[config.mk]
export PLATFORM = sky130hd
export DESIGN_NAME = pipe_ctrl_unit_flat
export DESIGN_NICKNAME = d
export VERILOG_FILES = /design/src/rtl/pipe_ctrl_unit_pkg.sv /design/src/rtl/pipe_ctrl_unit_if.sv /design/src/rtl/pipe_ctrl_unit_decode.sv /design/src/rtl/pipe_ctrl_unit.sv /design/src/flat_wrapper.sv
export SDC_FILE = /design/constraint.sdc
export NUM_CORES = 1
export LEC_CHECK = 0
export ABC_CLOCK_PERIOD_IN_PS = 4500
export BUFFER_PORTS_ARGS = -buffer_cell sky130_fd_sc_hd__buf_2
export CAP_MARGIN = 5
export CORE_MARGIN = 2
export CORE_UTILIZATION = 49
export CTS_BUF_LIST = sky130_fd_sc_hd__clkbuf_8
export DETAILED_ROUTE_END_ITERATION = 7
export PLACE_DENSITY = 0.84
export SLEW_MARGIN = 10
export SYNTH_ARGS = -nofsm -noshare
export SYNTH_HDL_FRONTEND = slang
export SYNTH_SLANG_ARGS = --single-unit
[constraint.sdc]
create_clock -name clk -period 4.5 [get_ports clk]
set_input_delay 0.225 -clock clk [delete_from_list [all_inputs] [get_ports clk]]
set_output_delay 0.225 -clock clk [all_outputs]
set_load 0.02 [all_outputs]
[src/rtl/pipe_ctrl_unit_pkg.sv]
// Shared widths, opcode patterns, ALU op codes and the stage control bundle for the LEGv8 pipelined control unit.
// CTRL_BYTE_XFER_EN adds the LDURB/STURB opcode patterns and the byte transfer size.
package pipe_ctrl_unit_pkg;

  localparam int unsigned OPCODE_W = 11;
  localparam int unsigned REG_W    = 5;
  localparam int unsigned XFER_W   = 4;

  localparam logic [OPCODE_W-1:0] OP_ADDI = 11'b1001000100?;
  localparam logic [OPCODE_W-1:0] OP_ADDS = 11'b10101011000;
  localparam logic [OPCODE_W-1:0] OP_SUBS = 11'b11101011000;
  localparam logic [OPCODE_W-1:0] OP_LDUR = 11'b11111000010;
  localparam logic [OPCODE_W-1:0] OP_STUR = 11'b11111000000;
  localparam logic [OPCODE_W-1:0] OP_CBZ  = 11'b10110100???;
  localparam logic [OPCODE_W-1:0] OP_B    = 11'b000101?????;
  localparam logic [OPCODE_W-1:0] OP_BL   = 11'b100101?????;
  localparam logic [OPCODE_W-1:0] OP_BLT  = 11'b01010100???;
  localparam logic [OPCODE_W-1:0] OP_BR   = 11'b11010110000;
`ifdef CTRL_BYTE_XFER_EN
  localparam logic [OPCODE_W-1:0] OP_LDURB = 11'b00111000010;
  localparam logic [OPCODE_W-1:0] OP_STURB = 11'b00111000000;
  localparam logic [XFER_W-1:0]   XFER_BYTE = 4'b0001;
`endif

  localparam logic [2:0]        ALUOP_CBZ  = 3'b000;
  localparam logic [2:0]        ALUOP_ADD  = 3'b010;
  localparam logic [2:0]        ALUOP_SUB  = 3'b011;
  localparam logic [XFER_W-1:0] XFER_DWORD = 4'b1000;
  localparam logic [REG_W-1:0]  LINK_REG   = 5'd30;

  typedef enum logic [3:0] {
    I_ILLEGAL, I_ADDI, I_ADDS, I_SUBS, I_LDUR, I_STUR, I_CBZ,
    I_B, I_BL, I_BLT, I_BR, I_LDURB, I_STURB
  } instr_t;

  typedef struct packed {
    logic              alu_src;
    logic              d_type;
    logic [2:0]        aluop;
    logic              update_flags;
    logic              mem_read;
    logic              mem_write;
    logic [XFER_W-1:0] xfer;
    logic              reg_write;
    logic              mem2reg;
    logic              store_pc;
    logic [REG_W-1:0]  rd;
  } ctrl_bundle_t;

  localparam ctrl_bundle_t BUBBLE = '0;

endpackage

[src/rtl/pipe_ctrl_unit_if.sv]
// ID-stage instruction fields in, per-stage control and PC/IF steering out.
interface pipe_ctrl_unit_if;
  import pipe_ctrl_unit_pkg::*;

  logic [OPCODE_W-1:0] id_opcode;
  logic [REG_W-1:0]    id_rn;
  logic [REG_W-1:0]    id_rm;
  logic [REG_W-1:0]    id_rt;
  logic                id_is_zero;
  logic                id_is_less;
  logic                id_reg2loc;
  logic                pc_src;
  logic                uncond_br;
  logic                pc_from_reg;
  logic                pc_write;
  logic                ifid_write;
  logic                if_flush;
  ctrl_bundle_t        ex_ctrl;
  ctrl_bundle_t        mem_ctrl;
  ctrl_bundle_t        wb_ctrl;
  logic                ex_illegal;

  modport master (
    output id_opcode, id_rn, id_rm, id_rt, id_is_zero, id_is_less,
    input  id_reg2loc, pc_src, uncond_br, pc_from_reg, pc_write, ifid_write,
           if_flush, ex_ctrl, mem_ctrl, wb_ctrl, ex_illegal
  );

  modport slave (
    input  id_opcode, id_rn, id_rm, id_rt, id_is_zero, id_is_less,
    output id_reg2loc, pc_src, uncond_br, pc_from_reg, pc_write, ifid_write,
           if_flush, ex_ctrl, mem_ctrl, wb_ctrl, ex_illegal
  );
endinterface

[src/rtl/pipe_ctrl_unit_decode.sv]
// Combinational ID-stage decode: opcode to control bundle, register-source usage and raw branch requests.
// CTRL_BYTE_XFER_EN enables LDURB/STURB; otherwise they decode as illegal.
module pipe_ctrl_unit_decode
  import pipe_ctrl_unit_pkg::*;
(
  input  logic [OPCODE_W-1:0] opcode_i,
  input  logic [REG_W-1:0]    rt_i,
  input  logic                is_zero_i,
  input  logic                is_less_i,
  output ctrl_bundle_t        ctrl_o,
  output logic                illegal_o,
  output logic                reg2loc_o,
  output logic                use_rn_o,
  output logic                use_rm_o,
  output logic                use_rt_o,
  output logic                is_blt_o,
  output logic                pc_src_o,
  output logic                uncond_br_o,
  output logic                pc_from_reg_o
);

  instr_t cls;

  always_comb begin
    cls = I_ILLEGAL;
    casez (opcode_i)
      OP_ADDI:  cls = I_ADDI;
      OP_ADDS:  cls = I_ADDS;
      OP_SUBS:  cls = I_SUBS;
      OP_LDUR:  cls = I_LDUR;
      OP_STUR:  cls = I_STUR;
      OP_CBZ:   cls = I_CBZ;
      OP_B:     cls = I_B;
      OP_BL:    cls = I_BL;
      OP_BLT:   cls = I_BLT;
      OP_BR:    cls = I_BR;
`ifdef CTRL_BYTE_XFER_EN
      OP_LDURB: cls = I_LDURB;
      OP_STURB: cls = I_STURB;
`endif
      default:  cls = I_ILLEGAL;
    endcase
  end

  always_comb begin
    ctrl_o        = BUBBLE;
    illegal_o     = 1'b0;
    reg2loc_o     = 1'b0;
    use_rn_o      = 1'b0;
    use_rm_o      = 1'b0;
    use_rt_o      = 1'b0;
    is_blt_o      = 1'b0;
    pc_src_o      = 1'b0;
    uncond_br_o   = 1'b0;
    pc_from_reg_o = 1'b0;
    unique case (cls)
      I_ADDI: begin
        ctrl_o.alu_src   = 1'b1;
        ctrl_o.aluop     = ALUOP_ADD;
        ctrl_o.reg_write = 1'b1;
        ctrl_o.rd        = rt_i;
        use_rn_o         = 1'b1;
      end
      I_ADDS, I_SUBS: begin
        ctrl_o.aluop        = (cls == I_SUBS) ? ALUOP_SUB : ALUOP_ADD;
        ctrl_o.update_flags = 1'b1;
        ctrl_o.reg_write    = 1'b1;
        ctrl_o.rd           = rt_i;
        use_rn_o            = 1'b1;
        use_rm_o            = 1'b1;
      end
      I_LDUR, I_LDURB: begin
        ctrl_o.alu_src   = 1'b1;
        ctrl_o.d_type    = 1'b1;
        ctrl_o.aluop     = ALUOP_ADD;
        ctrl_o.mem_read  = 1'b1;
        ctrl_o.xfer      = XFER_DWORD;
        ctrl_o.reg_write = 1'b1;
        ctrl_o.mem2reg   = 1'b1;
        ctrl_o.rd        = rt_i;
        use_rn_o         = 1'b1;
      end
      I_STUR, I_STURB: begin
        ctrl_o.alu_src   = 1'b1;
        ctrl_o.d_type    = 1'b1;
        ctrl_o.aluop     = ALUOP_ADD;
        ctrl_o.mem_write = 1'b1;
        ctrl_o.xfer      = XFER_DWORD;
        ctrl_o.rd        = rt_i;
        reg2loc_o        = 1'b1;
        use_rn_o         = 1'b1;
        use_rt_o         = 1'b1;
      end
      I_CBZ: begin
        ctrl_o.aluop = ALUOP_CBZ;
        ctrl_o.rd    = rt_i;
        reg2loc_o    = 1'b1;
        use_rt_o     = 1'b1;
        pc_src_o     = is_zero_i;
      end
      I_B: begin
        ctrl_o.rd   = rt_i;
        pc_src_o    = 1'b1;
        uncond_br_o = 1'b1;
      end
      I_BL: begin
        ctrl_o.reg_write = 1'b1;
        ctrl_o.store_pc  = 1'b1;
        ctrl_o.rd        = LINK_REG;
        pc_src_o         = 1'b1;
        uncond_br_o      = 1'b1;
      end
      I_BLT: begin
        ctrl_o.rd = rt_i;
        is_blt_o  = 1'b1;
        pc_src_o  = is_less_i;
      end
      I_BR: begin
        ctrl_o.rd     = rt_i;
        use_rm_o      = 1'b1;
        pc_from_reg_o = 1'b1;
      end
      default: illegal_o = 1'b1;
    endcase
`ifdef CTRL_BYTE_XFER_EN
    if (cls == I_LDURB || cls == I_STURB) ctrl_o.xfer = XFER_BYTE;
`endif
  end

endmodule

[src/rtl/pipe_ctrl_unit.sv]
// LEGv8 pipelined control: ID/EX, EX/MEM, MEM/WB control registers plus load-use and flag-use hazard stall.
// Build option CTRL_BYTE_XFER_EN (handled in the decoder) adds LDURB/STURB.
module pipe_ctrl_unit
  import pipe_ctrl_unit_pkg::*;
#(
  parameter logic [REG_W-1:0] ZERO_REG = 5'd31
) (
  input  logic            clk,
  input  logic            reset,
  pipe_ctrl_unit_if.slave pif
);

  ctrl_bundle_t dec_ctrl;
  logic         dec_illegal, dec_reg2loc, use_rn, use_rm, use_rt, is_blt;
  logic         br_pc_src, br_uncond, br_from_reg;

  ctrl_bundle_t ex_q, ex_d, mem_q, wb_q;
  logic         ex_ill_q, ex_ill_d;
  logic         rd_hit, load_use, flag_use, stall;

  pipe_ctrl_unit_decode u_decode (
    .opcode_i      (pif.id_opcode),
    .rt_i          (pif.id_rt),
    .is_zero_i     (pif.id_is_zero),
    .is_less_i     (pif.id_is_less),
    .ctrl_o        (dec_ctrl),
    .illegal_o     (dec_illegal),
    .reg2loc_o     (dec_reg2loc),
    .use_rn_o      (use_rn),
    .use_rm_o      (use_rm),
    .use_rt_o      (use_rt),
    .is_blt_o      (is_blt),
    .pc_src_o      (br_pc_src),
    .uncond_br_o   (br_uncond),
    .pc_from_reg_o (br_from_reg)
  );

  always_comb begin
    rd_hit   = (ex_q.rd != ZERO_REG) &&
               ((use_rn && ex_q.rd == pif.id_rn) ||
                (use_rm && ex_q.rd == pif.id_rm) ||
                (use_rt && ex_q.rd == pif.id_rt));
    load_use = ex_q.mem_read && rd_hit;
    flag_use = is_blt && ex_q.update_flags;
    stall    = load_use || flag_use;
    // Illegal opcodes already decode to BUBBLE, so only the stall needs to override here.
    ex_d     = stall ? BUBBLE : dec_ctrl;
    ex_ill_d = dec_illegal && !stall;
  end

  always_ff @(posedge clk) begin
    if (reset) begin
      ex_q     <= BUBBLE;
      mem_q    <= BUBBLE;
      wb_q     <= BUBBLE;
      ex_ill_q <= 1'b0;
    end else begin
      ex_q     <= ex_d;
      mem_q    <= ex_q;
      wb_q     <= mem_q;
      ex_ill_q <= ex_ill_d;
    end
  end

  assign pif.id_reg2loc  = dec_reg2loc;
  assign pif.pc_src      = br_pc_src && !stall;
  assign pif.uncond_br   = br_uncond && !stall;
  assign pif.pc_from_reg = br_from_reg && !stall;
  assign pif.if_flush    = (br_pc_src || br_from_reg) && !stall;
  assign pif.pc_write    = !stall;
  assign pif.ifid_write  = !stall;
  assign pif.ex_ctrl     = ex_q;
  assign pif.mem_ctrl    = mem_q;
  assign pif.wb_ctrl     = wb_q;
  assign pif.ex_illegal  = ex_ill_q;

endmodule

[src/flat_wrapper.sv]
// flat-port wrapper written by rule: the top's interface ports become plain ports
module pipe_ctrl_unit_flat import pipe_ctrl_unit_pkg::*;
#(
  parameter logic [REG_W-1:0] ZERO_REG = 5'd31
)
  (clk, reset, pif_id_opcode, pif_id_rn, pif_id_rm, pif_id_rt, pif_id_is_zero, pif_id_is_less, pif_id_reg2loc, pif_pc_src, pif_uncond_br, pif_pc_from_reg, pif_pc_write, pif_ifid_write, pif_if_flush, pif_ex_ctrl, pif_mem_ctrl, pif_wb_ctrl, pif_ex_illegal);
  pipe_ctrl_unit_if pif_i ();
  input  logic clk;
  input  logic reset;
  input wire logic [$bits(pif_i.id_opcode)-1:0] pif_id_opcode;
  input wire logic [$bits(pif_i.id_rn)-1:0] pif_id_rn;
  input wire logic [$bits(pif_i.id_rm)-1:0] pif_id_rm;
  input wire logic [$bits(pif_i.id_rt)-1:0] pif_id_rt;
  input wire logic [$bits(pif_i.id_is_zero)-1:0] pif_id_is_zero;
  input wire logic [$bits(pif_i.id_is_less)-1:0] pif_id_is_less;
  output wire logic [$bits(pif_i.id_reg2loc)-1:0] pif_id_reg2loc;
  output wire logic [$bits(pif_i.pc_src)-1:0] pif_pc_src;
  output wire logic [$bits(pif_i.uncond_br)-1:0] pif_uncond_br;
  output wire logic [$bits(pif_i.pc_from_reg)-1:0] pif_pc_from_reg;
  output wire logic [$bits(pif_i.pc_write)-1:0] pif_pc_write;
  output wire logic [$bits(pif_i.ifid_write)-1:0] pif_ifid_write;
  output wire logic [$bits(pif_i.if_flush)-1:0] pif_if_flush;
  output wire logic [$bits(pif_i.ex_ctrl)-1:0] pif_ex_ctrl;
  output wire logic [$bits(pif_i.mem_ctrl)-1:0] pif_mem_ctrl;
  output wire logic [$bits(pif_i.wb_ctrl)-1:0] pif_wb_ctrl;
  output wire logic [$bits(pif_i.ex_illegal)-1:0] pif_ex_illegal;
  assign pif_i.id_opcode = pif_id_opcode;
  assign pif_i.id_rn = pif_id_rn;
  assign pif_i.id_rm = pif_id_rm;
  assign pif_i.id_rt = pif_id_rt;
  assign pif_i.id_is_zero = pif_id_is_zero;
  assign pif_i.id_is_less = pif_id_is_less;
  assign pif_id_reg2loc = pif_i.id_reg2loc;
  assign pif_pc_src = pif_i.pc_src;
  assign pif_uncond_br = pif_i.uncond_br;
  assign pif_pc_from_reg = pif_i.pc_from_reg;
  assign pif_pc_write = pif_i.pc_write;
  assign pif_ifid_write = pif_i.ifid_write;
  assign pif_if_flush = pif_i.if_flush;
  assign pif_ex_ctrl = pif_i.ex_ctrl;
  assign pif_mem_ctrl = pif_i.mem_ctrl;
  assign pif_wb_ctrl = pif_i.wb_ctrl;
  assign pif_ex_illegal = pif_i.ex_illegal;
  pipe_ctrl_unit #(.ZERO_REG(ZERO_REG)) u_core (.clk(clk), .reset(reset), .pif(pif_i));
endmodule
==> impl_metrics.yaml, run 1 <==
die:
  start_util_pct: 50.3
  die_x_um: 65.1
  row_count: 22
  die-area_um2: 4240
  die_h_um: 65.1
  core_area_um2: 3630
  pin_count: 98
routing:
  wl_um: 3710
  avgViaCountPerCell: 4.82
  drt_iter0_drc: 76
  vias: 1558
  dr.pass1.iters: 4
  drtAntennaViolNets: 0
  routedWlPerCell_um: 11.5
  drc: 0
synthesis:
  yosysWarnings: 0
  ys_seq_area_share_pct: 47.1
  ys_ff_latch: 43
  syn-cell-area_um2: 1830
  synth_cell_types: 33
  syn-instance-count: 194
  synth.avg_cell_area_um2: 9.42
global_routing:
  grt_overflow_total: 0
  grt_pass1_wl_um: 5780
  grt.total_usage_pct: 17.7
  grt_pass1_vias: 1343
  grt_max_degree: 30
  antenna_found_initial: 0
placement:
  hpwl_um: 2950
  portBuffers: 85
  gp_congestion: 0.884
worst_hold_path:
  min_path_type: "in -> reg"
sta:
  slew_viol_final: 0
  hold_viol_final: 0
  rsz0062_at_grt: "false"
  slew_headroom_pct: 66.6
  finalSetupViolations: 0
  fin_skew_ns: 0.00619
  tightest_slew_ns: 0.496
  fin_crit_ns: 2.21
  max_freq_mhz: 454
  tns_ns: 0
  whs_ns: 0.168
  finalCritPeriodShare_pct: 49.0
setup_path:
  critPathRequiredTime_ns: 4.28
  arrival_ns: 1.98
  critPathKind: "reg -> out"
  cp-end-kind: "output pin"
  crit_fanout: 6
  start_kind: "flip-flop"
cells_and_area:
  final_common_cell: "buf_2"
  nets: 304
  final_layout_size_suffix_gt1_share_pct: 34.9
  final_cell_mix: "buf_2 (85), dfxtp_1 (43), nor2b_1 (28)"
  antenna-diode-count: 0
  area_delta_synth_final_pct: 24.4
clock_tree:
  cts-root-buf: "clkbuf_8"
  numCtsBuffers: 5
  cts_hold_buf: 0
  numClockSinks: 43
  clock_path_buffers: 2
  cts_setup_buffers: 0
  post_cts_resize_count: 0
  insertion_delay_ns: 0.28
  clkTransAtPathRegs_ns: 0.08
  tritoncts: "yes"
  cts.htree.levels: 2
pwr:
  finalPower_mw: 0.670
  leakage_nw: 1.12
  ir_drop_mv: 0.129
  power_density_nw_per_um2: 294
job:
  drv_cap: 0
outcome:
  outcome: "finished, final reports clean"
## synth_stat cells (all sizes together)
cell / n / area share (%)
a211oi: 1 / 0.41
a21o: 1 / 0.41
a21oi: 7 / 1.9
a41oi: 1 / 0.48
and4bb: 1 / 0.68
buf: 20 / 8.4
clkbuf: 3 / 0.62
conb: 1 / 0.21
dfxtp: 43 / 47
inv: 5 / 1.0
nand2: 11 / 2.3
nand2b: 3 / 1.0
nand3: 4 / 1.1
nand3b: 3 / 1.2
nand4: 3 / 1.0
nand4b: 1 / 0.82
nand4bb: 4 / 2.5
nor2: 16 / 3.3
nor2b: 28 / 9.6
nor3: 10 / 3.3
nor3b: 1 / 0.41
nor4: 4 / 1.4
o2111ai: 1 / 0.48
o21ai: 1 / 0.27
o32ai: 2 / 0.96
or3: 1 / 0.34
or3b: 1 / 0.48
or4: 1 / 0.41
or4b: 1 / 0.75
xnor2: 4 / 1.9
xor2: 11 / 5.3
## metrics by stage
| step | cells | setup WS (ns) | util, % | instance area, µm² |
|---|---|---|---|---|
| floorplan | 205 | 2.45 | - | 1870 |
| global placement | 315 | 2.33 | 60.3 | 2190 |
| detailed placement | 315 | 2.31 | 60.3 | 2190 |
| CTS | 323 | 2.27 | 62.6 | 2270 |
| global route | 323 | 2.17 | 62.6 | 2270 |
| finish | 323 | 2.29 | 62.6 | 2270 |
## kinds of logic after synthesis
| logic type | count (synthesis) | synth area share [%] |
|---|---|---|
| other cells | 1 | 0.205 |
| compound gates | 14 | 4.93 |
| buf+inv | 28 | 10.1 |
| xor+xnor | 15 | 7.19 |
| flops | 43 | 47.1 |
| simple gates | 93 | 30.5 |
## path summary, 6_finish.rpt
path | end | start | cells after the start | slack (ns)
setup / recovery | pif_ifid_write | u_core.pif.ex_ctrl[2] | 7 | 2.29
hold / removal | u_core.pif.ex_ctrl[0] | pif_id_rt[0] | 3 | 0.17
setup reg to reg | u_core.pif.ex_illegal | u_core.pif.ex_ctrl[0] | 5 | 2.59
hold reg to reg | u_core.pif.mem_ctrl[16] | u_core.pif.ex_ctrl[16] | 1 | 0.46
## power breakdown
| group | internal [mW] | total [mW] | switching (mW) | leakage [nW] |
|---|---|---|---|---|
| clock | 0.106 | 0.228 | 0.121 | 0.0453 |
| combinational | 0.0214 | 0.0587 | 0.0373 | 0.727 |
| sequential | 0.382 | 0.383 | 0.00141 | 0.347 |
| total | 0.509 | 0.670 | 0.160 | 1.12 |
## registers in the layout (all words and copies together), names as in the netlist
register and count:
u_core.pif.mem_ctrl 14, u_core.pif.wb_ctrl 14, u_core.pif.ex_ctrl 14, u_core.pif.ex_illegal 1
## cell type report
cell class | instances | area [µm²]
timing repair buffer | 85 | 425
tap | 48 | 60.1
multi-input combinational | 134 | 825
inverter | 5 | 18.8
clock buffer | 5 | 68.8
fill | 331 | 1360
clock inverter | 3 | 16.3
sequential | 43 | 861
## critical path, cell delays in order, from the launching register on
cell	delay, ns
dfxtp_1	0.48
xor2_1	0.11
nor3_1	0.21
nand3_1	0.13
or3_1	0.36
nand3_1	0.18
inv_1	0.07
buf_2	0.16
## layer usage
| metal | vias up | GRT usage (%) | share of wire [%] |
|---|---|---|---|
| met5 | - | 0 | 0 |
| met4 | 0 | 6.51 | 1.4 |
| met3 | 6 | 5.03 | 8.4 |
| met2 | 79 | 30.8 | 48 |
| met1 | 693 | 20.6 | 42 |
| li1 | 780 | - | - |
(Power assumes the default switching activity.)
==> inputs of run 2 (changes only) <==
--- a/config.mk
+++ b/config.mk
@@ -5,14 +5,15 @@
 export SDC_FILE = /design/constraint.sdc
 export NUM_CORES = 1
 export LEC_CHECK = 0
-export ABC_CLOCK_PERIOD_IN_PS = 4500
+export ABC_AREA = 1
+export ABC_CLOCK_PERIOD_IN_PS = 2200
 export BUFFER_PORTS_ARGS = -buffer_cell sky130_fd_sc_hd__buf_2
 export CAP_MARGIN = 5
 export CORE_MARGIN = 2
-export CORE_UTILIZATION = 49
+export CORE_UTILIZATION = 48
 export CTS_BUF_LIST = sky130_fd_sc_hd__clkbuf_8
 export DETAILED_ROUTE_END_ITERATION = 7
-export PLACE_DENSITY = 0.84
+export PLACE_DENSITY = 0.81
 export SLEW_MARGIN = 10
 export SYNTH_ARGS = -nofsm -noshare
 export SYNTH_HDL_FRONTEND = slang
==> constraint.sdc (replaced) <==
create_clock -name clk -period 2.2 [get_ports clk]
set_input_delay 0.11 -clock clk [delete_from_list [all_inputs] [get_ports clk]]
set_output_delay 0.11 -clock clk [all_outputs]
set_load 0.02 [all_outputs]
==> run 2 against run 1 <==
Clock-buffer cell count unchanged. Sequential power is 100% higher. Global-route usage increased by 0.38 points. Critical path depth increased by 5. Via count grew 19%. Die area increased by 13%. Utilization is 0.099 points lower. Synthesized cell count increased by 49%. Final cell count increased by 30%. Worst setup slack worse by 2.0 ns. Synthesized area is 12% higher. Non-clock buffer count unchanged. Largest power group unchanged.
==> impl_metrics.yaml, run 2 <==
global_routing:
  grt_max_degree: 31
  grt_pass1_vias: 1691
  grt.total_usage_pct: 18.1
  antenna_found_initial: 0
  grt_pass1_wl_um: 7100
  grt_overflow_total: 0
placement:
  portBuffers: 85
  hpwl_um: 3440
  dp_cells: 412
  gp_congestion: 0.907
sta:
  slew_viol_final: 0
  whs_ns: 0.0679
  tns_ns: 0
  finalSetupViolations: 0
  rsz0062_at_grt: "false"
  fin_skew_ns: 0.0120
  fin_crit_ns: 1.92
  hold_viol_final: 0
  max_freq_mhz: 520
  finalCritPeriodShare_pct: 87.3
synthesis:
  ys_seq_area_share_pct: 42.0
  synth_commonest_cells: "nor2_1 (56), inv_1 (53), nand2_1 (45), dfxtp_1 (43), buf_4 (19)"
  ys_ff_latch: 43
  yosysMostFrequentCell: "nor2_1"
  synth_ff_type: "dfxtp_1"
  async_flop_share_pct: 0
  synth_edf_count: 0
  netlist.area_leader.share_pct: 42.0
  syn-instance-count: 289
  synthTopCellsByArea: "dfxtp_1 (42%), nor2_1 (10%), inv_1 (9.7%), nand2_1 (8.2%), buf_4 (7.0%)"
  synth_cell_types: 30
  synth.avg_cell_area_um2: 7.09
  yosysWarnings: 0
  syn-cell-area_um2: 2050
  synth_top_cell_by_area: "dfxtp_1"
die:
  pin_count: 98
  row_count: 23
  die-area_um2: 4810
  core_area_um2: 4060
  die_h_um: 69.3
  start_util_pct: 50.5
  die_x_um: 69.3
routing:
  vias: 1857
  drc: 0
  wl_um: 4290
  drt_iter0_drc: 50
  drtAntennaViolNets: 0
  dr.pass1.iters: 4
  routedWlPerCell_um: 10.2
  avgViaCountPerCell: 4.42
setup_path:
  start_kind: "flip-flop"
  arrival_ns: 1.81
  max_stage_delay_ns: 0.46
  reg2reg_from: "u_core.pif.ex_ctrl[1]"
  critPathRequiredTime_ns: 2.09
  cpMostUsedCell: "nand2_1"
  cp_slowest_cell: "dfxtp_1"
  cp-end-kind: "output pin"
  crit_fanout: 6
  worstReg2RegEnd: "u_core.pif.ex_ctrl[11]"
  reg2regPathDepth: 11
  critPathKind: "reg -> out"
  crit_chain: "inv_1 > nand2_1 > o21ai_0 > nor2_1 > nand2_1 > nor2_1 > nand2_1 > nand3_2 > nand2_4 > nand3_1 > nand2_1 > buf_2"
  r2r_slack_ns: 0.60
clock_tree:
  numCtsBuffers: 5
  clock_path_buffers: 2
  clkTransAtPathRegs_ns: 0.08
  cts.htree.levels: 2
  insertion_delay_ns: 0.30
  numClockSinks: 43
  cts_setup_buffers: 0
  tritoncts: "yes"
  post_cts_resize_count: 0
  cts-root-buf: "clkbuf_8"
  cts_hold_buf: 0
cells_and_area:
  multi_input_area_um2: 841
  final_layout_size_suffix_gt1_share_pct: 32.7
  regArea_um2: 861
  area_delta_synth_final_pct: 23.8
  fin_cells: 420
  num-fill-cells: 373
  antenna-diode-count: 0
  final_common_cell: "buf_2"
  nets: 399
  final_cell_mix: "buf_2 (85), nor2_1 (56), inv_1 (54)"
pwr:
  power_density_nw_per_um2: 643
  ir_drop_mv: 0.242
  leakage_nw: 1.43
worst_hold_path:
  hp-start: "pif_id_rt[0]"
  holdPathEnd: "u_core.pif.ex_ctrl[0]"
  min_path_type: "in -> reg"
  hold_depth: 3
outcome:
  outcome: "finished, final reports clean"
job:
  drv_cap: 0
## run 2: final cells by class
class,count,share of cell area [%]
timing repair buffer,85,16.8
sequential,43,33.9
inverter,57,8.44
clock buffer,5,2.71
tap,50,2.47
multi-input combinational,177,33.2
clock inverter,3,2.52
## run 2: cells by family after synthesis
| logic type | Yosys count | share of synthesized area, % |
|---|---|---|
| AO/OA/AOI/OAI | 11 | 2.99 |
| XOR/XNOR | 4 | 1.71 |
| buffers and inverters | 80 | 18.9 |
| flip-flops | 43 | 42.0 |
| other | 1 | 0.183 |
| AND/OR/NAND/NOR | 150 | 34.1 |
## run 2: power by group
group | switching (mW) | internal, mW | total [mW]
logic | 0.0965 | 0.0444 | 0.141
clock network | 0.258 | 0.449 | 0.707
registers | 0.00202 | 0.781 | 0.783
## run 2: metrics by stage
step / power [mW] / utilization, % / area, µm² / setup WS [ns]
CTS: 1.64 / 62.5 / 2540 / 0.267
floorplan: 0.909 / - / 2090 / 0.521
finish: 1.63 / 62.5 / 2540 / 0.279
detailed placement: 0.942 / 59.2 / 2400 / 0.598
global route: 1.70 / 62.5 / 2540 / 0.0928
global placement: 0.942 / 59.2 / 2400 / 0.583
## run 2: layer usage
metal,track usage [%],wire length [µm],vias up
li1,-,-,982
met1,21.4,1850,797
met2,30.9,2060,72
met3,5.23,317,6
met4,6.75,59,0
met5,0,0,-
## run 2: critical path: cells and delay by family (launching register included)
family                 cells  cell delay, ns
flip-flops                 1            0.46
AO/OA/AOI/OAI              1            0.07
buffers and inverters      2            0.28
AND/OR/NAND/NOR            9            0.71
## run 2: worst max-delay path by stage
| stage | startpoint | endpoint | slack, ns |
|---|---|---|---|
| after floorplan | u_core.pif.ex_ctrl[2] | pif_pc_write | 0.52 |
| after global placement | u_core.pif.ex_ctrl[1] | pif_if_flush | 0.58 |
| after detailed placement | u_core.pif.ex_ctrl[1] | pif_if_flush | 0.60 |
| after CTS | u_core.pif.ex_ctrl[1] | pif_if_flush | 0.27 |
| after global routing | u_core.pif.ex_ctrl[1] | pif_if_flush | 0.09 |
| final | u_core.pif.ex_ctrl[1] | pif_if_flush | 0.28 |
